`config.mk`:
```
export PLATFORM = sky130hd
export DESIGN_NAME = radar_target_emulator
export DESIGN_NICKNAME = d
export VERILOG_FILES = /design/src/rtl/radar_target_emulator.sv
export SDC_FILE = /design/constraint.sdc
export NUM_CORES = 1
export LEC_CHECK = 0
export ABC_AREA = 0
export CAP_MARGIN = 5
export CORE_UTILIZATION = 55
export DETAILED_ROUTE_END_ITERATION = 10
export PLACE_DENSITY = 0.78
export SYNTH_ARGS = -nofsm -noshare
export SYNTH_HDL_FRONTEND = slang
export SYNTH_SLANG_ARGS = --single-unit
```
`constraint.sdc`:
```
create_clock -name clk -period 3.45 [get_ports clk]
set_input_delay 0.5175 -clock clk [delete_from_list [all_inputs] [get_ports clk]]
set_output_delay 0.5175 -clock clk [all_outputs]
set_load 0.02 [all_outputs]
```
`src/rtl/radar_target_emulator.sv`:
```
// radar_target_emulator: emulates a radar target by returning a one-cycle echo pulse after a range-dependent flight time
//
// Ports:
//   clk                        system clock, rising edge
//   rst                        asynchronous active-high reset
//   trigger_radar_transmitter  transmit request; only its rising edge starts a flight
//   target_distance[13:0]      emulated target range in metres
//   target_present             1 = target reflects, 0 = empty sky
//   echo                       registered one-cycle echo pulse
//   emulator_state[1:0]        IDLE=00, FLIGHT=01, ECHO=10, COOLDOWN=11
//   echo_count[7:0]            echoes emitted since reset, wrapping
//
// Optional feature: define RADAR_EMU_DROP_EN to suppress the echo of every 4th accepted trigger.
module radar_target_emulator #(
    parameter int RANGE_PER_CYCLE = 1500,
    parameter int MAX_RANGE_M     = 15000,
    parameter int HOLDOFF_CYCLES  = 2
) (
    input  logic        clk,
    input  logic        rst,
    input  logic        trigger_radar_transmitter,
    input  logic [13:0] target_distance,
    input  logic        target_present,
    output logic        echo,
    output logic [1:0]  emulator_state,
    output logic [7:0]  echo_count
);
    localparam int CW = HOLDOFF_CYCLES > 1 ? $clog2(HOLDOFF_CYCLES) : 1;

    typedef enum logic [1:0] {IDLE = 2'b00, FLIGHT = 2'b01, ECHO = 2'b10, COOLDOWN = 2'b11} state_t;

    state_t        state, state_n;
    logic          trig_q, trig_armed, trig_edge;
    logic [14:0]   acc, acc_next;
    logic [15:0]   acc_sum;
    logic [13:0]   dist_l;
    logic          pres_l, hit, timeout, cd_done, drop;
    logic [CW-1:0] cd_cnt;

    // trig_armed blocks a trigger that is already high when reset releases
    assign trig_edge      = trigger_radar_transmitter & ~trig_q & trig_armed;
    assign emulator_state = state;

`ifdef RADAR_EMU_DROP_EN
    logic [1:0] drop_cnt;
    assign drop = drop_cnt == 2'd3;
    always_ff @(posedge clk or posedge rst) begin
        if (rst)
            drop_cnt <= '0;
        else if (state == IDLE && trig_edge)
            drop_cnt <= drop_cnt + 2'd1;
    end
`else
    assign drop = 1'b0;
`endif

    always_comb begin
        acc_sum  = {1'b0, acc} + 16'(RANGE_PER_CYCLE);
        acc_next = acc_sum[15] ? 15'h7fff : acc_sum[14:0];
        hit      = pres_l && (acc_next >= {1'b0, dist_l});
        timeout  = int'(acc_next) >= MAX_RANGE_M;
        cd_done  = int'(cd_cnt) + 1 >= HOLDOFF_CYCLES;
        state_n  = state == IDLE   ? (trig_edge ? FLIGHT : IDLE) :
                   state == FLIGHT ? (hit ? ECHO : timeout ? IDLE : FLIGHT) :
                   state == ECHO   ? COOLDOWN :
                                     (cd_done ? IDLE : COOLDOWN);
    end

    always_ff @(posedge clk or posedge rst) begin
        if (rst)
            state <= IDLE;
        else
            state <= state_n;
    end

    always_ff @(posedge clk or posedge rst) begin
        if (rst) begin
            trig_q     <= 1'b0;
            trig_armed <= 1'b0;
            echo       <= 1'b0;
            echo_count <= '0;
            acc        <= '0;
            dist_l     <= '0;
            pres_l     <= 1'b0;
            cd_cnt     <= '0;
        end else begin
            trig_q <= trigger_radar_transmitter;
            if (!trigger_radar_transmitter)
                trig_armed <= 1'b1;
            echo <= state_n == ECHO;
            if (state == IDLE && trig_edge) begin
                dist_l <= target_distance;
                pres_l <= target_present & ~drop;
                acc    <= '0;
            end
            if (state == FLIGHT)
                acc <= acc_next;
            if (state == ECHO) begin
                echo_count <= echo_count + 8'd1;
                cd_cnt     <= '0;
            end
            if (state == COOLDOWN)
                cd_cnt <= cd_cnt + 1'b1;
        end
    end
endmodule

```
==> results of run 1 <==
final cells by class:
cell class                 count  area, µm²
clock buffer                   6       82.6
sequential                    44       1100
tap                           52       65.1
multi-input combinational    204       1360
fill                         398       1420
clock inverter                 2       10.0
timing repair buffer          33        318
inverter                      23       86.3
worst register-to-register path, delay by kind of cell, from the launching register on:
| kind | cells | cell delay [ns] |
|---|---|---|
| compound gates | 5 | 0.74 |
| xor+xnor | 1 | 0.15 |
| fa+ha+maj | 2 | 0.54 |
| buf+inv | 1 | 0.08 |
| flops | 1 | 0.46 |
| simple gates | 5 | 1.14 |
state kept, by name, indices dropped and copies added (netlist names):
| name | cells |
|---|---|
| trig_q | 1 |
| acc | 15 |
| cd_cnt | 1 |
| trig_armed | 1 |
| emulator_state | 2 |
| dist_l | 14 |
| pres_l | 1 |
| echo_count | 8 |
| echo | 1 |
stage by stage:
stage / utilization (%) / hold slack (ns) / power, mW
3_3_place_gp: 65.7 / 0.451 / 2.59
4_1_cts: 67.7 / 0.486 / 3.00
5_1_grt: 68.1 / 0.511 / 3.30
2_1_floorplan: - / 0.436 / 2.18
3_5_place_dp: 65.7 / 0.462 / 2.65
6_report: 68.1 / 0.480 / 3.03
how the worst max path moves through the flow:
stage | startpoint | endpoint
finish | acc[2] | emulator_state[0]
global route | acc[2] | emulator_state[0]
CTS | acc[2] | emulator_state[0]
detailed placement | acc[2] | emulator_state[0]
global placement | acc[2] | emulator_state[0]
floorplan | acc[2] | emulator_state[0]
metal layers:
metal | wire length [µm] | track usage (%)
met1 | 2510 | 31.1
met2 | 2730 | 42.7
met3 | 201 | 4.91
met4 | 102 | 8.84
met5 | 0 | 0
cell families after synthesis:
logic type | synth area share (%)
and+or+nand+nor | 19.4
DFF | 42.6
AOI/OAI and AO/OA | 18.3
muxes | 2.57
adders and majority gates | 7.75
xor gates and xnor gates | 4.07
buffers and inverters | 5.28
timing repair:
action	CTS	global route
setup endpoints to repair	0	3
gates resized for setup	0	4
hold buffers	0	0
power groups by stage:
stage | registers, mW | clock network [mW] | logic [mW]
after floorplan | 0.931 | 0 | 1.25
after detailed placement | 0.988 | 0 | 1.66
after global routing | 1.02 | 0.368 | 1.92
final | 0.986 | 0.341 | 1.70
after global placement | 0.976 | 0 | 1.61
after CTS | 0.979 | 0.347 | 1.67
cell usage in the layout (no fill, tap or decap), types with 2 or more instances in the layout:
cell              n
nand3_1           7
a211oi_1          2
xnor2_1           8
ha_1             15
nor2_2            2
o22ai_1           5
o21ai_0          19
nor3_1            3
or3_1             2
clkdlybuf4s50_1  28
inv_1            22
nor2_1           12
and4_1            3
dfrtp_1          43
or2_2             3
xor2_1            4
mux2_2            3
nand4_1           3
nand2b_1          4
nand2_1          51
o2bb2ai_1         4
a31oi_1           5
a21oi_1          14
buf_4             5
a21o_1            4
clkinv_2          2
clkbuf_8          6
nor2b_1           4
==> results.py, run 1 <==
metrics = {
    "yosys": {
        "syn_area_per_cell_um2": 9.13,
        "synth-async-reset-ratio_pct": 100,
        "synth_cell_types": 52,
        "synth_top_cell_area_share_pct": 42.6,
        "yosysMostFrequentCell": "nand2_1",
        "yosysSeqAreaShare_pct": 42.6,
        "yosys_warnings": 0,
        "synthFlopType": "dfrtp_1",
        "yosys.area.top_type": "dfrtp_1",
        "synth-edff-count": 0,
        "netlist_instances": 283,
        "synth_area_leaders": "dfrtp_1 (43%), ha_1 (7.8%), nand2_1 (7.4%)",
        "syn_area_mm2": 0.00258,
        "ys_ff_latch": 44,
        "netlist_top_cells_count": "nand2_1 (51), dfrtp_1 (44), inv_1 (23)",
        "syn_nets": 317,
    },
    "global_route": {
        "grt_pass1_wl_mm": 9.53,
        "antenna_found_initial": 0,
        "grt_pass1_vias": 2074,
        "grt_max_degree": 30,
        "gr-total-overflow": 0,
        "grt.total_usage_pct": 24.8,
    },
    "clocking": {
        "cts_tree": "done",
        "htree_levels": 2,
        "clk-insertion-delay-late_ns": 0.30,
        "cts_buffer_depth": 2,
        "cts-root-buf": "clkbuf_8",
        "clk_pin_slew_ns": 0.08,
        "cts_buffers": 5,
        "postCtsSetupRepairBufs": 0,
        "cts.sinks": 44,
    },
    "worst_hold_path": {
        "hp-class": "reg -> reg",
        "min_to": "echo_count[7]",
        "holdPathStages": 1,
        "hp-start": "echo_count[7]",
    },
    "finish": {
        "drive_above_1_share_pct": 11.5,
        "synthToLayoutAreaGrowth_pct": 17.2,
        "final_cells": 364,
        "fin_area_mm2": 0.00303,
        "finish.net_count": 345,
        "diodes": 0,
    },
    "placement": {
        "dp_hpwl_mm": 4.10,
        "portBuffers": 28,
        "place_ws_ns": 0.188,
        "dp_cells": 356,
        "post_dp_cell_area_mm2": 0.00292,
        "routabilityCongestion": 0.916,
    },
    "critical_path": {
        "crit_path_start_kind": "flop",
        "crit_family": "simple AND/OR/NAND/NOR gates",
        "path_cells": "inv_1, ha_2, or2b_1, nand2_1, a21oi_1, xnor2_1, nand2_1, ha_1, nand2_1, or3_1, a21oi_1, o2111ai_1, a31oi_1, a41oi_2",
        "path_depth": 14,
        "cp_slowest_cell": "dfrtp_2",
        "reg2reg_to": "emulator_state[0]",
        "cp.arrival_ns": 3.40,
        "slowest_delay_ns": 0.46,
        "critical_path_class": "reg -> reg",
        "required_ns": 3.63,
        "cp_max_fo": 6,
        "cp-end-kind": "flop",
        "cpMostUsedCell": "nand2_1",
        "r2r_cells": 14,
        "rrSetupSlack_ns": 0.24,
        "worst-path-buf-inv": 1,
        "r2r-start": "acc[2]",
    },
    "timing": {
        "clock_skew_ns": 0.00464,
        "relSlewSlack_pct": 30.5,
        "finalHoldViolations": 0,
        "worst_pin_slew_ns": 1.04,
        "min_period_ns": 3.21,
        "finalMaxSlewViolations": 0,
        "period_share_pct": 93.2,
        "setup_viol_count_final": 0,
        "finalSetupTns_ns": 0,
        "rsz0062_at_grt": "no",
        "timing.final.ws_setup_ns": 0.236,
        "max_freq_ghz": 0.311,
    },
    "pwr": {
        "p_clk_share_pct": 11.2,
        "comb_power_share_pct": 56.2,
        "pwr-share-seq_pct": 32.5,
        "peakVddDrop_mv": 0.596,
        "p_per_area_mw_per_mm2": 1000,
        "p_int_mw": 1.64,
        "p_leak_nw": 1.36,
        "swShare_pct": 45.8,
        "power.switching_mw": 1.39,
    },
    "routing": {
        "wl_mm": 5.55,
        "num_vias": 2088,
        "drc": 0,
        "wl_per_cell_um": 15.2,
        "drtIter0Drc": 116,
        "ant_nets": 0,
        "drtPass1Iterations": 4,
        "avgViaCountPerCell": 5.74,
    },
    "die": {
        "dieArea_mm2": 0.00497,
        "io_pins": 29,
        "num_rows": 24,
        "die-width_um": 70.5,
        "core_mm2": 0.00444,
        "die_y_um": 70.5,
        "initial_core_util_pct": 58.1,
    },
    "job": {
        "maxCapViolations": 0,
    },
    "outcome": {
        "status": "complete, no violations",
    },
}
Note: power is estimated with default switching activity, not from simulation.
==> run 2: changes to the inputs <==
- SETUP_SLACK_MARGIN: default -> 0.02
==> results of run 2 <==
The final DEF is identical to that of run 1; final timing and power are the same.
==> run 3: changes to the inputs <==
- TNS_END_PERCENT: default -> 5
==> results of run 3 <==
The final DEF is identical to that of run 1; final timing and power are the same.
